## config.mk

```make
export PLATFORM = sky130hd
export DESIGN_NAME = sram_lsu_requester
export DESIGN_NICKNAME = d
export VERILOG_FILES = /design/src/rtl/sram_lsu_requester.sv
export SDC_FILE = /design/constraint.sdc
export NUM_CORES = 1
export LEC_CHECK = 0
export ABC_CLOCK_PERIOD_IN_PS = 5800
export BUFFER_PORTS_ARGS = -buffer_cell sky130_fd_sc_hd__buf_4
export CORE_MARGIN = 2
export CORE_UTILIZATION = 25
export CTS_CLUSTER_DIAMETER = 40
export DETAILED_ROUTE_END_ITERATION = 12
export PLACE_DENSITY = 0.54
export SYNTH_ARGS = -nofsm -noshare
export SYNTH_HDL_FRONTEND = slang
export SYNTH_SLANG_ARGS = --single-unit
```

## constraint.sdc

```tcl
create_clock -name i_clk -period 5.8 [get_ports i_clk]
set_input_delay 0.58 -clock i_clk [delete_from_list [all_inputs] [get_ports i_clk]]
set_output_delay 0.58 -clock i_clk [all_outputs]
set_load 0.02 [all_outputs]
```

## src/rtl/sram_lsu_requester.sv

```systemverilog
// LSU-to-SRAM-controller bridge: turns byte/half/word loads and stores into a
// single strobed 32-bit controller access, with lane masking and load extension.
module sram_lsu_requester #(
  parameter int TIMEOUT_CYCLES = 16
) (
  input  logic        i_clk,
  input  logic        i_reset,
  input  logic [31:0] i_lsu_addr,
  input  logic [31:0] i_lsu_wdata,
  input  logic        i_lsu_wren,
  input  logic        i_lsu_rden,
  input  logic [1:0]  i_lsu_size,
  input  logic        i_lsu_unsigned,
  output logic        o_lsu_busy,
  output logic        o_lsu_done,
  output logic        o_lsu_err,
  output logic [31:0] o_lsu_rdata,
  output logic [17:0] o_ADDR,
  output logic [31:0] o_WDATA,
  output logic [3:0]  o_BMASK,
  output logic        o_WREN,
  output logic        o_RDEN,
  input  logic [31:0] i_RDATA,
  input  logic        i_ACK
);

  typedef enum logic [1:0] {S_IDLE, S_ISSUE, S_WAIT, S_DONE} state_t;

  localparam logic [1:0] SZ_BYTE = 2'b00;
  localparam logic [1:0] SZ_HALF = 2'b01;
  localparam logic [1:0] SZ_WORD = 2'b10;
  localparam logic [7:0] CNT_LAST = 8'(TIMEOUT_CYCLES - 1);

  state_t      state, state_d;
  logic [7:0]  cnt, cnt_d;
  logic [1:0]  lo, lo_d;
  logic [1:0]  size, size_d;
  logic        uns, uns_d;
  logic        is_load, is_load_d;
  logic        busy_d, done_d, err_d, wren_d, rden_d;
  logic [31:0] rdata_d, wdata_d;
  logic [17:0] addr_d;
  logic [3:0]  bmask_d;
  logic        bad_req;
  logic [31:0] shifted, load_ext;

  // Upper address bits lie outside the SRAM window and are deliberately dropped.
  logic unused_addr_bits;
  assign unused_addr_bits = ^i_lsu_addr[31:19];

  assign bad_req = (i_lsu_wren && i_lsu_rden) ||
                   (i_lsu_size == 2'b11) ||
                   (i_lsu_size == SZ_HALF && i_lsu_addr[0]) ||
                   (i_lsu_size == SZ_WORD && i_lsu_addr[1:0] != 2'b00);

  assign shifted = i_RDATA >> {lo, 3'b000};

  always_comb begin
    case (size)
      SZ_BYTE: load_ext = uns ? {24'h0, shifted[7:0]}  : {{24{shifted[7]}}, shifted[7:0]};
      SZ_HALF: load_ext = uns ? {16'h0, shifted[15:0]} : {{16{shifted[15]}}, shifted[15:0]};
      default: load_ext = i_RDATA;
    endcase
  end

  // NOTE: every signal gets a default before the case so no path leaves it
  // unassigned; a missing default here would infer a latch.
  always_comb begin
    state_d   = state;
    cnt_d     = cnt;
    lo_d      = lo;
    size_d    = size;
    uns_d     = uns;
    is_load_d = is_load;
    done_d    = 1'b0;
    wren_d    = 1'b0;
    rden_d    = 1'b0;
    err_d     = o_lsu_err;
    rdata_d   = o_lsu_rdata;
    addr_d    = o_ADDR;
    bmask_d   = o_BMASK;
    wdata_d   = o_WDATA;

    case (state)
      S_IDLE: begin
        if (i_lsu_wren || i_lsu_rden) begin
          lo_d      = i_lsu_addr[1:0];
          size_d    = i_lsu_size;
          uns_d     = i_lsu_unsigned;
          is_load_d = i_lsu_rden;
          if (bad_req) begin
            state_d = S_DONE;
            done_d  = 1'b1;
            err_d   = 1'b1;
            rdata_d = 32'h0;
          end else begin
            state_d = S_ISSUE;
            wren_d  = i_lsu_wren;
            rden_d  = i_lsu_rden;
            addr_d  = {i_lsu_addr[18:2], 1'b0};
            case (i_lsu_size)
              SZ_BYTE: begin
                bmask_d = 4'b0001 << i_lsu_addr[1:0];
                wdata_d = {4{i_lsu_wdata[7:0]}};
              end
              SZ_HALF: begin
                bmask_d = 4'b0011 << {i_lsu_addr[1], 1'b0};
                wdata_d = {2{i_lsu_wdata[15:0]}};
              end
              default: begin
                bmask_d = 4'b1111;
                wdata_d = i_lsu_wdata;
              end
            endcase
            if (i_lsu_rden) wdata_d = 32'h0;
          end
        end
      end
      S_ISSUE: begin
        state_d = S_WAIT;
        cnt_d   = 8'h0;
      end
      S_WAIT: begin
        // ACK is tested first so it wins over a coincident timeout.
        if (i_ACK) begin
          state_d = S_DONE;
          done_d  = 1'b1;
          err_d   = 1'b0;
          rdata_d = is_load ? load_ext : 32'h0;
          cnt_d   = 8'h0;
        end else if (cnt == CNT_LAST) begin
          state_d = S_DONE;
          done_d  = 1'b1;
          err_d   = 1'b1;
          rdata_d = 32'h0;
          cnt_d   = 8'h0;
        end else begin
          cnt_d = cnt + 8'h1;
        end
      end
      S_DONE: begin
        state_d = S_IDLE;
        cnt_d   = 8'h0;
      end
      default: state_d = S_IDLE;
    endcase

    busy_d = (state_d != S_IDLE);
  end

  // NOTE: state is updated with non-blocking assignments so every register
  // samples pre-edge values regardless of statement order.
  always_ff @(posedge i_clk) begin
    // NOTE: every register is cleared on reset, including the latched request,
    // so an abandoned access leaves nothing stale behind.
    if (!i_reset) begin
      state       <= S_IDLE;
      cnt         <= 8'h0;
      lo          <= 2'b00;
      size        <= 2'b00;
      uns         <= 1'b0;
      is_load     <= 1'b0;
      o_lsu_busy  <= 1'b0;
      o_lsu_done  <= 1'b0;
      o_lsu_err   <= 1'b0;
      o_lsu_rdata <= 32'h0;
      o_ADDR      <= 18'h0;
      o_WDATA     <= 32'h0;
      o_BMASK     <= 4'h0;
      o_WREN      <= 1'b0;
      o_RDEN      <= 1'b0;
    end else begin
      state       <= state_d;
      cnt         <= cnt_d;
      lo          <= lo_d;
      size        <= size_d;
      uns         <= uns_d;
      is_load     <= is_load_d;
      o_lsu_busy  <= busy_d;
      o_lsu_done  <= done_d;
      o_lsu_err   <= err_d;
      o_lsu_rdata <= rdata_d;
      o_ADDR      <= addr_d;
      o_WDATA     <= wdata_d;
      o_BMASK     <= bmask_d;
      o_WREN      <= wren_d;
      o_RDEN      <= rden_d;
    end
  end

endmodule

```

==> results.rst, run 1 <==
.. list-table::
   :header-rows: 1

   * - Metric
     - Value
   * - Rel. slew slack
     - 30.0%
   * - Post-Synthesis Cell Area
     - 5030 um2
   * - Final period utilization
     - about half
   * - Number of hold-slack violations in the final timing report
     - 0
   * - Power Dens Cells
     - 329 nW/um2
   * - Die ar.
     - 21300 um2
   * - Final standard cell utilization of the core
     - 34.9%
   * - Final antenna diode count
     - 0
   * - Number of H-tree branching levels
     - 3
   * - Sequential cell area fraction in the yosys report
     - 42.2%
   * - DRT iter0 DRCs
     - 249
   * - Synthesis warning total
     - 0
   * - TritonCTS clock tree
     - built
   * - Kind of end point of the critical path
     - flop
   * - Post-synthesis register bit count
     - 106
   * - Core area
     - approximately 20000 um2
   * - Worst EP arrival
     - 3.15 ns
   * - Worst Hold Endpoint
     - o_WDATA[28]$_SDFFE_PN0P_
   * - Largest net degree at the start of global routing
     - 54
   * - Worst-case reg-to-reg path depth
     - 5
   * - CTS Root Cell
     - sky130_fd_sc_hd__clkbuf_16
   * - Cell variety after synth
     - 54
   * - Worst-case vdd ir drop
     - 0.000149 V
   * - Most used DFF post-synth
     - sky130_fd_sc_hd__dfxtp_1
   * - Total Nets Final
     - 822
   * - Post-cts hold buffer count
     - 0
   * - MaxCap Viol Count
     - 0
   * - Pre-CTS WS
     - between 2 and 3 ns
   * - Length of the first detailed-routing pass in iterations
     - 5
   * - Post-synth top cells
     - 106 x sky130_fd_sc_hd__dfxtp_1, 71 x sky130_fd_sc_hd__nand2_1, 49 x sky130_fd_sc_hd__mux2i_1, 41 x sky130_fd_sc_hd__nor2b_1, 38 x sky130_fd_sc_hd__a21oi_1
   * - Overall routed net length
     - 15.0 mm
   * - Minimum period implied by the final worst setup slack
     - around 2.9 ns
   * - Number of buffers on the longest clock path
     - 2
   * - Hold Startpoint
     - o_WDATA[28]$_SDFFE_PN0P_
   * - Residual DRC
     - 0
   * - Worst reg-to-reg setup slack
     - 3.01 ns
   * - Routed Antenna Nets
     - 0
   * - Quantity of I/O buffers inserted on ports
     - 180
   * - Element type at the critical path start
     - input pin
   * - Cell leakage power
     - 2.84 nW
   * - Avg Cell Area, Syn
     - around 9 um2
   * - Class of the tightest hold or removal check
     - reg -> reg
   * - Cell depth of the worst hold path
     - 2
   * - Startpoint of the worst register-to-register path
     - lo[1]$_SDFFE_PN0P_
   * - Area grow syn2layout
     - 36.2%
   * - Number of pins exceeding their max-slew limit in the final report
     - 0
   * - Placed wire-length estimate after detailed placement
     - between 10 and 15 mm
   * - Fillers
     - 2061
   * - Dominant cell by count in the synthesized netlist
     - sky130_fd_sc_hd__dfxtp_1
   * - Category of the most critical setup path
     - in -> reg
   * - Row Count
     - 51
   * - Final estimated routing congestion in global placement
     - 0.774
   * - Number of clock sinks
     - around 110
   * - Post-route setup TNS
     - 0 ns
   * - Buffer count from post-CTS setup fixing
     - 0
   * - Routed vias
     - 4466
   * - GRT Total Usage
     - 14.1%
   * - Clock skew after layout
     - between 0.01 and 0.015 ns
   * - Dpl cells
     - between 900 and 1000
   * - Number of enable-type register cells in the synthesized netlist
     - 0
   * - Wire length of the first global-routing pass
     - about 24 mm
   * - Cell Count, Final, Fillers Out
     - between 900 and 1000
   * - Overall overflow remaining after global route
     - 0
   * - Worst-Skew Late Latency
     - around 0.35 ns
   * - WL/cell
     - about 15 um
   * - Slew of the pin with the lowest slew margin
     - about 1.0 ns
   * - Net count of the mapped netlist
     - 670
   * - Number of gates resized after CTS
     - 0
   * - Initial antenna violation count
     - 0
   * - CP max FO
     - 35
   * - Vias in the first global route
     - 4417
   * - FFs w/ async S/R, synth
     - 0%
   * - Status
     - completed
   * - Final count of negative-setup-slack endpoints
     - 0
   * - Drt via density
     - 4.55
   * - Top-level port count
     - 195
   * - Clock-pin slew reported for the worst setup and hold paths after clock tree synthesis
     - 0.08 ns
   * - Leading post-synthesis cells by cell area
     - sky130_fd_sc_hd__dfxtp_1 42%, sky130_fd_sc_hd__mux2i_1 9.8%, sky130_fd_sc_hd__nand2_1 5.3%, sky130_fd_sc_hd__nor2b_1 5.1%, sky130_fd_sc_hd__a21oi_1 3.8%
   * - Layout cell share with drive strength beyond 1
     - 29.4%
   * - Number of buffers added by the clock tree synthesis step
     - 9
   * - Dominant cell type by area after synthesis
     - sky130_fd_sc_hd__dfxtp_1
   * - Maximum clock frequency
     - 351 MHz
   * - Destination of the worst register-to-register timing path
     - o_lsu_rdata[3]$_SDFFE_PN0P_
   * - Worst endpoint required time
     - 6.10 ns
   * - Cells after Synth
     - 560
   * - Setup WS post-layout
     - 2.95 ns
   * - Overall die height
     - 146 um
   * - Area share of the largest cell type after synthesis
     - 42.2%
   * - Setup repair after global routing missed its margin
     - no
   * - Width of the die
     - around 150 um
   * - Initial Utilization
     - 25.7%
==> registers in the layout, indices dropped and copies added (netlist names) <==
name,count
o_WDATA,32
o_lsu_rdata,32
o_ADDR,17
cnt,8
o_BMASK,4
lo,2
size,2
state,2
is_load,1
o_RDEN,1
o_WREN,1
o_lsu_busy,1
o_lsu_done,1
o_lsu_err,1
uns,1
==> stage by stage <==
stage	total power, mW	area [um2]	hold slack, ns
final	2.25	6850	0.450
after global routing	2.40	6850	0.449
after CTS	2.29	6850	0.448
after detailed placement	1.59	6520	0.442
after global placement	1.59	6520	0.436
after floorplan	1.35	5030	0.472
==> power by group <==
part           switching, mW  internal (mW)  total (mW)
Combinational          0.411          0.289       0.700
Sequential            0.0649          0.795       0.860
Clock                  0.303          0.386       0.689
Total                  0.779           1.47        2.25
==> worst max-delay path by stage <==
stage | start | endpoint | slack, ns | cells after the start
final | i_lsu_size[1] | o_lsu_busy$_SDFF_PN0_ | 2.95 | 6
after global routing | i_lsu_size[1] | o_lsu_busy$_SDFF_PN0_ | 2.61 | 6
after CTS | i_lsu_size[1] | o_lsu_busy$_SDFF_PN0_ | 2.88 | 6
after detailed placement | i_lsu_size[1] | o_lsu_busy$_SDFF_PN0_ | 2.50 | 6
after global placement | i_lsu_size[1] | o_lsu_busy$_SDFF_PN0_ | 2.51 | 6
after floorplan | i_lsu_size[0] | o_lsu_rdata[16]$_SDFFE_PN0P_ | 3.79 | 8
==> kinds of logic (layout without fill, tap and decap cells) <==
group / count (synthesis) / after routing / share of synthesized area, %
xor gates and xnor gates: 8 / 8 / 1.39
DFF: 106 / 106 / 42.2
buffers and inverters: 48 / 205 / 4.78
other: 1 / 1 / 0.0746
adders and majority gates: 7 / 7 / 1.72
AOI/OAI and AO/OA: 146 / 146 / 20.4
muxes: 50 / 50 / 9.98
and+or+nand+nor: 194 / 194 / 19.4
==> routing by layer <==
| layer | part of all wire [%] | routed length [um] | global-route usage [%] | vias up |
|---|---|---|---|---|
| met5 | 0 | 0 | 0 | - |
| met4 | 1.4 | 212 | 4.02 | 0 |
| met3 | 7.3 | 1100 | 4.80 | 14 |
| met2 | 46 | 6830 | 22.6 | 130 |
| met1 | 46 | 6850 | 18.1 | 2058 |
| li1 | - | - | - | 2264 |
==> layout make-up <==
class	count	area, um2	area share, %
clock buffer	10	229	3.34
inverter	7	26.3	0.384
sequential	106	2120	31.0
timing repair buffer	182	1370	20.0
multi-input combinational	406	2680	39.1
tap	265	332	4.84
clock inverter	6	96.3	1.41
==> worst max-delay path, stage by stage <==
cell and delay [ns]:
sky130_fd_sc_hd__buf_4 0.34, sky130_fd_sc_hd__a21oi_1 0.14, sky130_fd_sc_hd__o211ai_4 0.79, sky130_fd_sc_hd__and2_1 0.88
sky130_fd_sc_hd__a21boi_0 0.28, sky130_fd_sc_hd__or2_1 0.12
==> layout by cell type, fill, tap and decap left out, types with 4 or more instances in the layout <==
cell	n
sky130_fd_sc_hd__buf_4	182
sky130_fd_sc_hd__nand2_1	71
sky130_fd_sc_hd__nor2b_1	41
sky130_fd_sc_hd__o21ai_1	12
sky130_fd_sc_hd__o21ai_0	16
sky130_fd_sc_hd__ha_1	6
sky130_fd_sc_hd__o221ai_1	4
sky130_fd_sc_hd__dfxtp_1	106
sky130_fd_sc_hd__inv_1	6
sky130_fd_sc_hd__nand3b_1	8
sky130_fd_sc_hd__o2bb2ai_1	16
sky130_fd_sc_hd__xor2_1	5
sky130_fd_sc_hd__o211ai_1	4
sky130_fd_sc_hd__a21oi_1	38
sky130_fd_sc_hd__a21boi_0	20
sky130_fd_sc_hd__nand3_1	10
sky130_fd_sc_hd__nor2_1	26
sky130_fd_sc_hd__mux2i_1	49
sky130_fd_sc_hd__nor3_1	13
sky130_fd_sc_hd__a22o_1	18
sky130_fd_sc_hd__a22oi_1	4
sky130_fd_sc_hd__clkbuf_16	9
Power figures use the tool's default switching activity.
==> run 2, diff against run 1 <==
--- a/config.mk
+++ b/config.mk
@@ -5,13 +5,13 @@
 export SDC_FILE = /design/constraint.sdc
 export NUM_CORES = 1
 export LEC_CHECK = 0
-export ABC_CLOCK_PERIOD_IN_PS = 5800
+export ABC_CLOCK_PERIOD_IN_PS = 2600
 export BUFFER_PORTS_ARGS = -buffer_cell sky130_fd_sc_hd__buf_4
 export CORE_MARGIN = 2
 export CORE_UTILIZATION = 25
 export CTS_CLUSTER_DIAMETER = 40
 export DETAILED_ROUTE_END_ITERATION = 12
-export PLACE_DENSITY = 0.54
+export PLACE_DENSITY = 0.55
 export SYNTH_ARGS = -nofsm -noshare
 export SYNTH_HDL_FRONTEND = slang
 export SYNTH_SLANG_ARGS = --single-unit
==> constraint.sdc (replaced) <==
create_clock -name i_clk -period 2.6 [get_ports i_clk]
set_input_delay 0.26 -clock i_clk [delete_from_list [all_inputs] [get_ports i_clk]]
set_output_delay 0.26 -clock i_clk [all_outputs]
set_load 0.02 [all_outputs]
==> results.rst, run 2 (synthesis gave the netlist of run 1 again) <==
.. list-table::
   :header-rows: 1

   * - Metric
     - Value
   * - Number of pins exceeding their max-slew limit in the final report
     - 0 (unchanged)
   * - Placed standard-cell area
     - 6620 um2 (was 6520 um2)
   * - Status
     - completed (unchanged)
   * - CP max FO
     - 16 (was 35)
   * - Hold Slack
     - 0.141 ns (was 0.450 ns)
   * - Vias in the first global route
     - 4371 (was 4417)
   * - Number of buffers on the longest clock path
     - 2 (unchanged)
   * - Row Count
     - 51 (unchanged)
   * - Post-route setup TNS
     - 0 ns (unchanged)
   * - Total Nets Final
     - 834 (was 822)
   * - Length of the first detailed-routing pass in iterations
     - 5 (unchanged)
   * - Buffer count from post-CTS setup fixing
     - 0 (unchanged)
   * - Clock-pin slew reported for the worst setup and hold paths after clock tree synthesis
     - 0.09 ns (was 0.08 ns)
   * - Worst reg-to-reg setup slack
     - 0.51 ns (was 3.01 ns)
   * - Wire length of the first global-routing pass
     - 23.5 mm (was 24.3 mm)
   * - Worst EP arrival
     - 2.31 ns (was 3.15 ns)
   * - Final standard cell utilization of the core
     - 35.3% (was 34.9%)
   * - Area grow syn2layout
     - 37.6% (was 36.2%)
   * - Power Dens Cells
     - 710 nW/um2 (was 329 nW/um2)
   * - Initial Utilization
     - 25.7% (unchanged)
   * - Overall routed net length
     - 14.7 mm (was 15.0 mm)
   * - Startpoint of the worst register-to-register path
     - lo[0]$_SDFFE_PN0P_ (was lo[1]$_SDFFE_PN0P_)
   * - Worst Hold Endpoint
     - o_WDATA[7]$_SDFFE_PN0P_ (was o_WDATA[28]$_SDFFE_PN0P_)
   * - Residual DRC
     - 0 (unchanged)
   * - Core area
     - 19600 um2 (unchanged)
   * - CTS Root Cell
     - sky130_fd_sc_hd__clkbuf_16 (unchanged)
   * - Pre-CTS WS
     - 0.518 ns (was 2.50 ns)
   * - Final count of negative-setup-slack endpoints
     - 0 (unchanged)
   * - Final antenna diode count
     - 0 (unchanged)
   * - Clock skew after layout
     - 0.00833 ns (was 0.0102 ns)
   * - Post-cts hold buffer count
     - 0 (unchanged)
   * - Number of buffers added by the clock tree synthesis step
     - 9 (unchanged)
   * - Final period utilization
     - 80.5%
   * - Kind of end point of the critical path
     - flop (unchanged)
   * - MaxCap Viol Count
     - 0 (unchanged)
   * - Overall die height
     - 146 um (unchanged)
   * - DRT iter0 DRCs
     - 181 (was 249)
   * - Maximum clock frequency
     - 478 MHz
   * - Worst-case vdd ir drop
     - 0.000437 V (was 0.000149 V)
   * - Initial antenna violation count
     - 0 (unchanged)
   * - Final estimated routing congestion in global placement
     - 0.779 (was 0.774)
   * - Most frequent cells in the layout
     - 193 x sky130_fd_sc_hd__buf_4, 106 x sky130_fd_sc_hd__dfxtp_1, 71 x sky130_fd_sc_hd__nand2_1, 49 x sky130_fd_sc_hd__mux2i_1, 41 x sky130_fd_sc_hd__nor2b_1 (was 182 x sky130_fd_sc_hd__buf_4, 106 x sky130_fd_sc_hd__dfxtp_1, 71 x sky130_fd_sc_hd__nand2_1, 49 x sky130_fd_sc_hd__mux2i_1, 41 x sky130_fd_sc_hd__nor2b_1)
   * - Worst-case reg-to-reg path depth
     - 7 (was 5)
   * - Quantity of I/O buffers inserted on ports
     - 180 (unchanged)
   * - Fin area
     - 6910 um2 (was 6850 um2)
   * - Cell leakage power
     - 2.89 nW (was 2.84 nW)
   * - Top-level port count
     - 195 (unchanged)
   * - Rel. slew slack
     - 40.0% (was 30.0%)
   * - WL/cell
     - 14.8 um (was 15.3 um)
   * - Overall overflow remaining after global route
     - 0 (unchanged)
   * - Width of the die
     - 146 um (unchanged)
   * - Worst-Skew Late Latency
     - 0.36 ns (was 0.35 ns)
   * - Number of clock sinks
     - 106 (unchanged)
   * - Hold Startpoint
     - i_lsu_wdata[7] (was o_WDATA[28]$_SDFFE_PN0P_)
   * - Drt via density
     - 4.48 (was 4.55)
   * - Routed Antenna Nets
     - 0 (unchanged)
   * - Routed vias
     - 4451 (was 4466)
   * - Cell depth of the worst hold path
     - 2 (unchanged)
   * - Number of hold-slack violations in the final timing report
     - 0 (unchanged)
   * - Biggest regs
     - o_WDATA x32, o_lsu_rdata x32, o_ADDR x17 (unchanged)
   * - GRT Total Usage
     - 13.7% (was 14.1%)
   * - Largest net degree at the start of global routing
     - 35 (was 54)
   * - Setup repair after global routing missed its margin
     - no (unchanged)
   * - Worst endpoint required time
     - 2.82 ns (was 6.10 ns)
   * - TritonCTS clock tree
     - built (unchanged)
   * - Class of the tightest hold or removal check
     - in -> reg (was reg -> reg)
   * - Placed wire-length estimate after detailed placement
     - 10.9 mm (was 10.6 mm)
   * - Number of H-tree branching levels
     - 3 (unchanged)
   * - Category of the most critical setup path
     - reg -> reg (was in -> reg)
   * - Element type at the critical path start
     - flop (was input pin)
   * - Number of gates resized after CTS
     - 0 (unchanged)
   * - Slew of the pin with the lowest slew margin
     - 0.897 ns (was 1.05 ns)
   * - Commonest non-fill, non-tap cell in the layout
     - sky130_fd_sc_hd__buf_4 (unchanged)
   * - Setup WS post-layout
     - 0.507 ns (was 2.95 ns)
   * - Layout cell share with drive strength beyond 1
     - 30.7% (was 29.4%)
   * - Minimum period implied by the final worst setup slack
     - 2.09 ns
   * - Die ar.
     - 21300 um2 (unchanged)
   * - Destination of the worst register-to-register timing path
     - o_lsu_rdata[0]$_SDFFE_PN0P_ (was o_lsu_rdata[3]$_SDFFE_PN0P_)
run 2: changes by cell type in the layout (fill, tap and decap cells not counted):
cell	previous run	this run
sky130_fd_sc_hd__buf_12	0	1
sky130_fd_sc_hd__inv_8	1	2
sky130_fd_sc_hd__buf_4	182	193
sky130_fd_sc_hd__bufinv_16	2	0
sky130_fd_sc_hd__clkbuf_1	1	0
sky130_fd_sc_hd__inv_6	2	4
run 2: worst max path at each step:
| stage | start | end | slack, ns | depth (start not counted) |
|---|---|---|---|---|
| final | lo[0]$_SDFFE_PN0P_ | o_lsu_rdata[0]$_SDFFE_PN0P_ | 0.51 | 7 |
| after global placement | lo[0]$_SDFFE_PN0P_ | o_lsu_rdata[0]$_SDFFE_PN0P_ | 0.52 | 7 |
| after floorplan | state[0]$_SDFF_PN0_ | o_lsu_rdata[16]$_SDFFE_PN0P_ | 0.77 | 10 |
| after CTS | lo[0]$_SDFFE_PN0P_ | o_lsu_rdata[0]$_SDFFE_PN0P_ | 0.51 | 7 |
| after detailed placement | state[1]$_SDFF_PN0_ | o_WDATA[6]$_SDFFE_PN0P_ | 0.52 | 6 |
| after global routing | state[0]$_SDFF_PN0_ | o_WDATA[10]$_SDFFE_PN0P_ | 0.34 | 6 |
run 2: final cells by class:
type	instances	area, um2
fillers	2052	12700
multi-input cells	406	2680
flip-flops and latches	106	2120
repair buffers	194	1470
well taps	265	332
clock buffers	9	225
clock inverters	7	65.1
inverters	7	26.3
run 2: routing by layer:
layer | GRT usage (%) | up-vias | wire (um)
li1 | - | 2294 | -
met1 | 17.5 | 2004 | 6730
met2 | 21.7 | 139 | 6610
met3 | 5.24 | 14 | 1150
met4 | 3.68 | 0 | 213
met5 | 0 | - | 0
run 2: report_power, final:
group          total, mW  internal [mW]  leakage [nW]  switching [mW]
clock network       1.37          0.679         0.141           0.695
registers           1.88           1.77         0.859           0.110
logic               1.65          0.696          1.89           0.952
run 2: per-stage QoR:
stage          instances  power [mW]
3_3_place_gp         978        3.60
6_report             994        4.91
4_1_cts              994        4.99
3_5_place_dp         978        3.60
2_1_floorplan        560        3.02
5_1_grt              994        5.21
run 2: worst max-delay path: stages, from the launching register on:
cell,delay [ns]
sky130_fd_sc_hd__dfxtp_1,0.52
sky130_fd_sc_hd__buf_4,0.30
sky130_fd_sc_hd__inv_1,0.16
sky130_fd_sc_hd__a21oi_1,0.45
sky130_fd_sc_hd__buf_4,0.25
sky130_fd_sc_hd__nand3_1,0.09
sky130_fd_sc_hd__o211ai_1,0.11
sky130_fd_sc_hd__mux2i_1,0.10
==> run 3, diff against run 2 <==
--- a/config.mk
+++ b/config.mk
@@ -5,13 +5,13 @@
 export SDC_FILE = /design/constraint.sdc
 export NUM_CORES = 1
 export LEC_CHECK = 0
-export ABC_CLOCK_PERIOD_IN_PS = 2600
+export ABC_CLOCK_PERIOD_IN_PS = 2000
 export BUFFER_PORTS_ARGS = -buffer_cell sky130_fd_sc_hd__buf_4
 export CORE_MARGIN = 2
 export CORE_UTILIZATION = 25
 export CTS_CLUSTER_DIAMETER = 40
 export DETAILED_ROUTE_END_ITERATION = 12
-export PLACE_DENSITY = 0.55
+export PLACE_DENSITY = 0.54
 export SYNTH_ARGS = -nofsm -noshare
 export SYNTH_HDL_FRONTEND = slang
 export SYNTH_SLANG_ARGS = --single-unit
==> constraint.sdc (replaced) <==
create_clock -name i_clk -period 2 [get_ports i_clk]
set_input_delay 0.2 -clock i_clk [delete_from_list [all_inputs] [get_ports i_clk]]
set_output_delay 0.2 -clock i_clk [all_outputs]
set_load 0.02 [all_outputs]
==> results.rst, run 3 (synthesis gave the netlist of run 1 again) <==
.. list-table::
   :header-rows: 1

   * - Metric
     - Value
   * - Most frequent cells in the layout
     - 204 x sky130_fd_sc_hd__buf_4, 106 x sky130_fd_sc_hd__dfxtp_1, 71 x sky130_fd_sc_hd__nand2_1, 49 x sky130_fd_sc_hd__mux2i_1, 41 x sky130_fd_sc_hd__nor2b_1 (was 193 x sky130_fd_sc_hd__buf_4, 106 x sky130_fd_sc_hd__dfxtp_1, 71 x sky130_fd_sc_hd__nand2_1, 49 x sky130_fd_sc_hd__mux2i_1, 41 x sky130_fd_sc_hd__nor2b_1)
   * - Number of H-tree branching levels
     - 3 (unchanged)
   * - Biggest regs
     - o_WDATA x32, o_lsu_rdata x32, o_ADDR x17 (unchanged)
   * - Number of buffers on the longest clock path
     - 2 (unchanged)
   * - Status
     - completed (unchanged)
   * - Length of the first detailed-routing pass in iterations
     - 4 (was 5)
   * - Category of the most critical setup path
     - reg -> reg (unchanged)
   * - Area grow syn2layout
     - 39.5% (was 37.6%)
   * - Number of clock sinks
     - 106 (unchanged)
   * - Quantity of I/O buffers inserted on ports
     - 180 (unchanged)
   * - Width of the die
     - 146 um (unchanged)
   * - CP max FO
     - 9 (was 16)
   * - Worst endpoint required time
     - 2.23 ns (was 2.82 ns)
   * - Busiest layer in global routing
     - met2 (unchanged)
   * - DRT iter0 DRCs
     - 195 (was 181)
   * - Residual DRC
     - 0 (unchanged)
   * - Grt met2 use
     - 22.0% (was 21.7%)
   * - Power Dens Cells
     - 940 nW/um2 (was 710 nW/um2)
   * - Met1 Track Usage GR
     - 18.5% (was 17.5%)
   * - Cell leakage power
     - 2.95 nW (was 2.89 nW)
   * - Total Nets Final
     - 845 (was 834)
   * - Number of buffers added by the clock tree synthesis step
     - 9 (unchanged)
   * - Wire length of the first global-routing pass
     - 24.3 mm (was 23.5 mm)
   * - Worst-Skew Late Latency
     - 0.36 ns (about the same)
   * - Drt via density
     - 4.53 (was 4.48)
   * - Die ar.
     - 21300 um2 (unchanged)
   * - Element type at the critical path start
     - flop (unchanged)
   * - Setup repair after global routing missed its margin
     - no (unchanged)
   * - Placed standard-cell area
     - 6710 um2 (was 6620 um2)
   * - Vias in the first global route
     - 4516 (was 4371)
   * - Row Count
     - 51 (unchanged)
   * - Final count of negative-setup-slack endpoints
     - 0 (unchanged)
   * - Fin area
     - 7010 um2 (was 6910 um2)
   * - Worst EP arrival
     - 2.04 ns (was 2.31 ns)
   * - Pre-CTS WS
     - 0.190 ns (was 0.518 ns)
   * - Layout cell share with drive strength beyond 1
     - 31.7% (was 30.7%)
   * - Commonest non-fill, non-tap cell in the layout
     - sky130_fd_sc_hd__buf_4 (unchanged)
   * - Post-route setup TNS
     - 0 ns (unchanged)
   * - Largest net degree at the start of global routing
     - 44 (was 35)
   * - Met3 Track Usage GR
     - 4.83% (was 5.24%)
   * - Overall routed net length
     - 15.0 mm (was 14.7 mm)
   * - Clock-pin slew reported for the worst setup and hold paths after clock tree synthesis
     - 0.07 ns (was 0.09 ns)
   * - Setup WS post-layout
     - 0.189 ns (was 0.507 ns)
   * - Minimum period implied by the final worst setup slack
     - 1.81 ns (was 2.09 ns)
   * - Number of hold-slack violations in the final timing report
     - 0 (unchanged)
   * - Routed vias
     - 4553 (was 4451)
   * - Clock skew after layout
     - 0.0151 ns (was 0.00833 ns)
   * - CTS Root Cell
     - sky130_fd_sc_hd__clkbuf_16 (unchanged)
   * - Final antenna diode count
     - 0 (unchanged)
   * - Post-cts hold buffer count
     - 0 (unchanged)
   * - WL/cell
     - 14.9 um (was 14.8 um)
   * - Worst-case vdd ir drop
     - 0.000413 V (was 0.000437 V)
   * - Number of pins exceeding their max-slew limit in the final report
     - 0 (unchanged)
   * - Maximum clock frequency
     - 552 MHz (was 478 MHz)
   * - Initial Utilization
     - 25.7% (unchanged)
   * - Overall die height
     - 146 um (unchanged)
   * - MaxCap Viol Count
     - 0 (unchanged)
   * - Buffer count from post-CTS setup fixing
     - 0 (unchanged)
   * - Class of the tightest hold or removal check
     - in -> reg (unchanged)
   * - GRT Total Usage
     - 14.2% (was 13.7%)
   * - Worst reg-to-reg setup slack
     - 0.19 ns (was 0.51 ns)
   * - TritonCTS clock tree
     - built (unchanged)
   * - Kind of end point of the critical path
     - flop (unchanged)
   * - Final period utilization
     - 90.6% (was 80.5%)
   * - Overall overflow remaining after global route
     - 0 (unchanged)
   * - Tot Pwr
     - 6.59 mW (was 4.91 mW)
   * - Initial antenna violation count
     - 0 (unchanged)
   * - Core area
     - 19600 um2 (unchanged)
   * - Final estimated routing congestion in global placement
     - 0.759 (was 0.779)
   * - Placed wire-length estimate after detailed placement
     - 11.0 mm (was 10.9 mm)
   * - Top-level port count
     - 195 (unchanged)
   * - Routed Antenna Nets
     - 0 (unchanged)
   * - Number of gates resized after CTS
     - 0 (unchanged)
run 3: final cells by class:
class | instances | area (um2)
Fill cell | 2086 | 12600
Multi-Input combinational cell | 406 | 2680
Sequential cell | 106 | 2120
Timing Repair Buffer | 205 | 1550
Tap cell | 265 | 332
Clock buffer | 10 | 239
Clock inverter | 5 | 60.1
Inverter | 7 | 26.3
run 3: metrics by stage:
stage | hold WS, ns | util, % | std cells
finish | 0.0844 | 35.8 | 1004
global route | 0.0764 | 35.8 | 1004
CTS | 0.0646 | 35.8 | 1004
detailed placement | 0.440 | 34.2 | 989
global placement | 0.435 | 34.2 | 989
floorplan | 0.325 | - | 560
run 3: power by group:
part	total, mW	switching, mW	internal [mW]	leakage, nW
combinational	2.30	1.29	1.01	1.95
clock	1.85	0.842	1.01	0.145
sequential	2.44	0.132	2.31	0.859
total	6.59	2.26	4.33	2.95
run 3: worst paths after layout:
kind,depth (start not counted),end,start
worst max-delay path,6,o_lsu_rdata[0]$_SDFFE_PN0P_,lo[0]$_SDFFE_PN0P_
worst min-delay path,2,o_WDATA[3]$_SDFFE_PN0P_,i_lsu_wdata[3]
worst max register to register,6,o_lsu_rdata[0]$_SDFFE_PN0P_,lo[0]$_SDFFE_PN0P_
worst min register to register,2,o_WDATA[28]$_SDFFE_PN0P_,o_WDATA[28]$_SDFFE_PN0P_
run 3: routing by layer:
metal	vias up	share of wire, %
li1	2322	-
met1	2099	47
met2	122	45
met3	10	7.1
met4	0	1.2
met5	-	0
run 3: worst max-delay path, cell delays in order (launching register included):
cell and delay, ns:
sky130_fd_sc_hd__dfxtp_1 0.55, sky130_fd_sc_hd__inv_1 0.20, sky130_fd_sc_hd__a21oi_1 0.41, sky130_fd_sc_hd__buf_4 0.24, sky130_fd_sc_hd__nand3_1 0.08, sky130_fd_sc_hd__o211ai_1 0.11, sky130_fd_sc_hd__mux2i_1 0.10
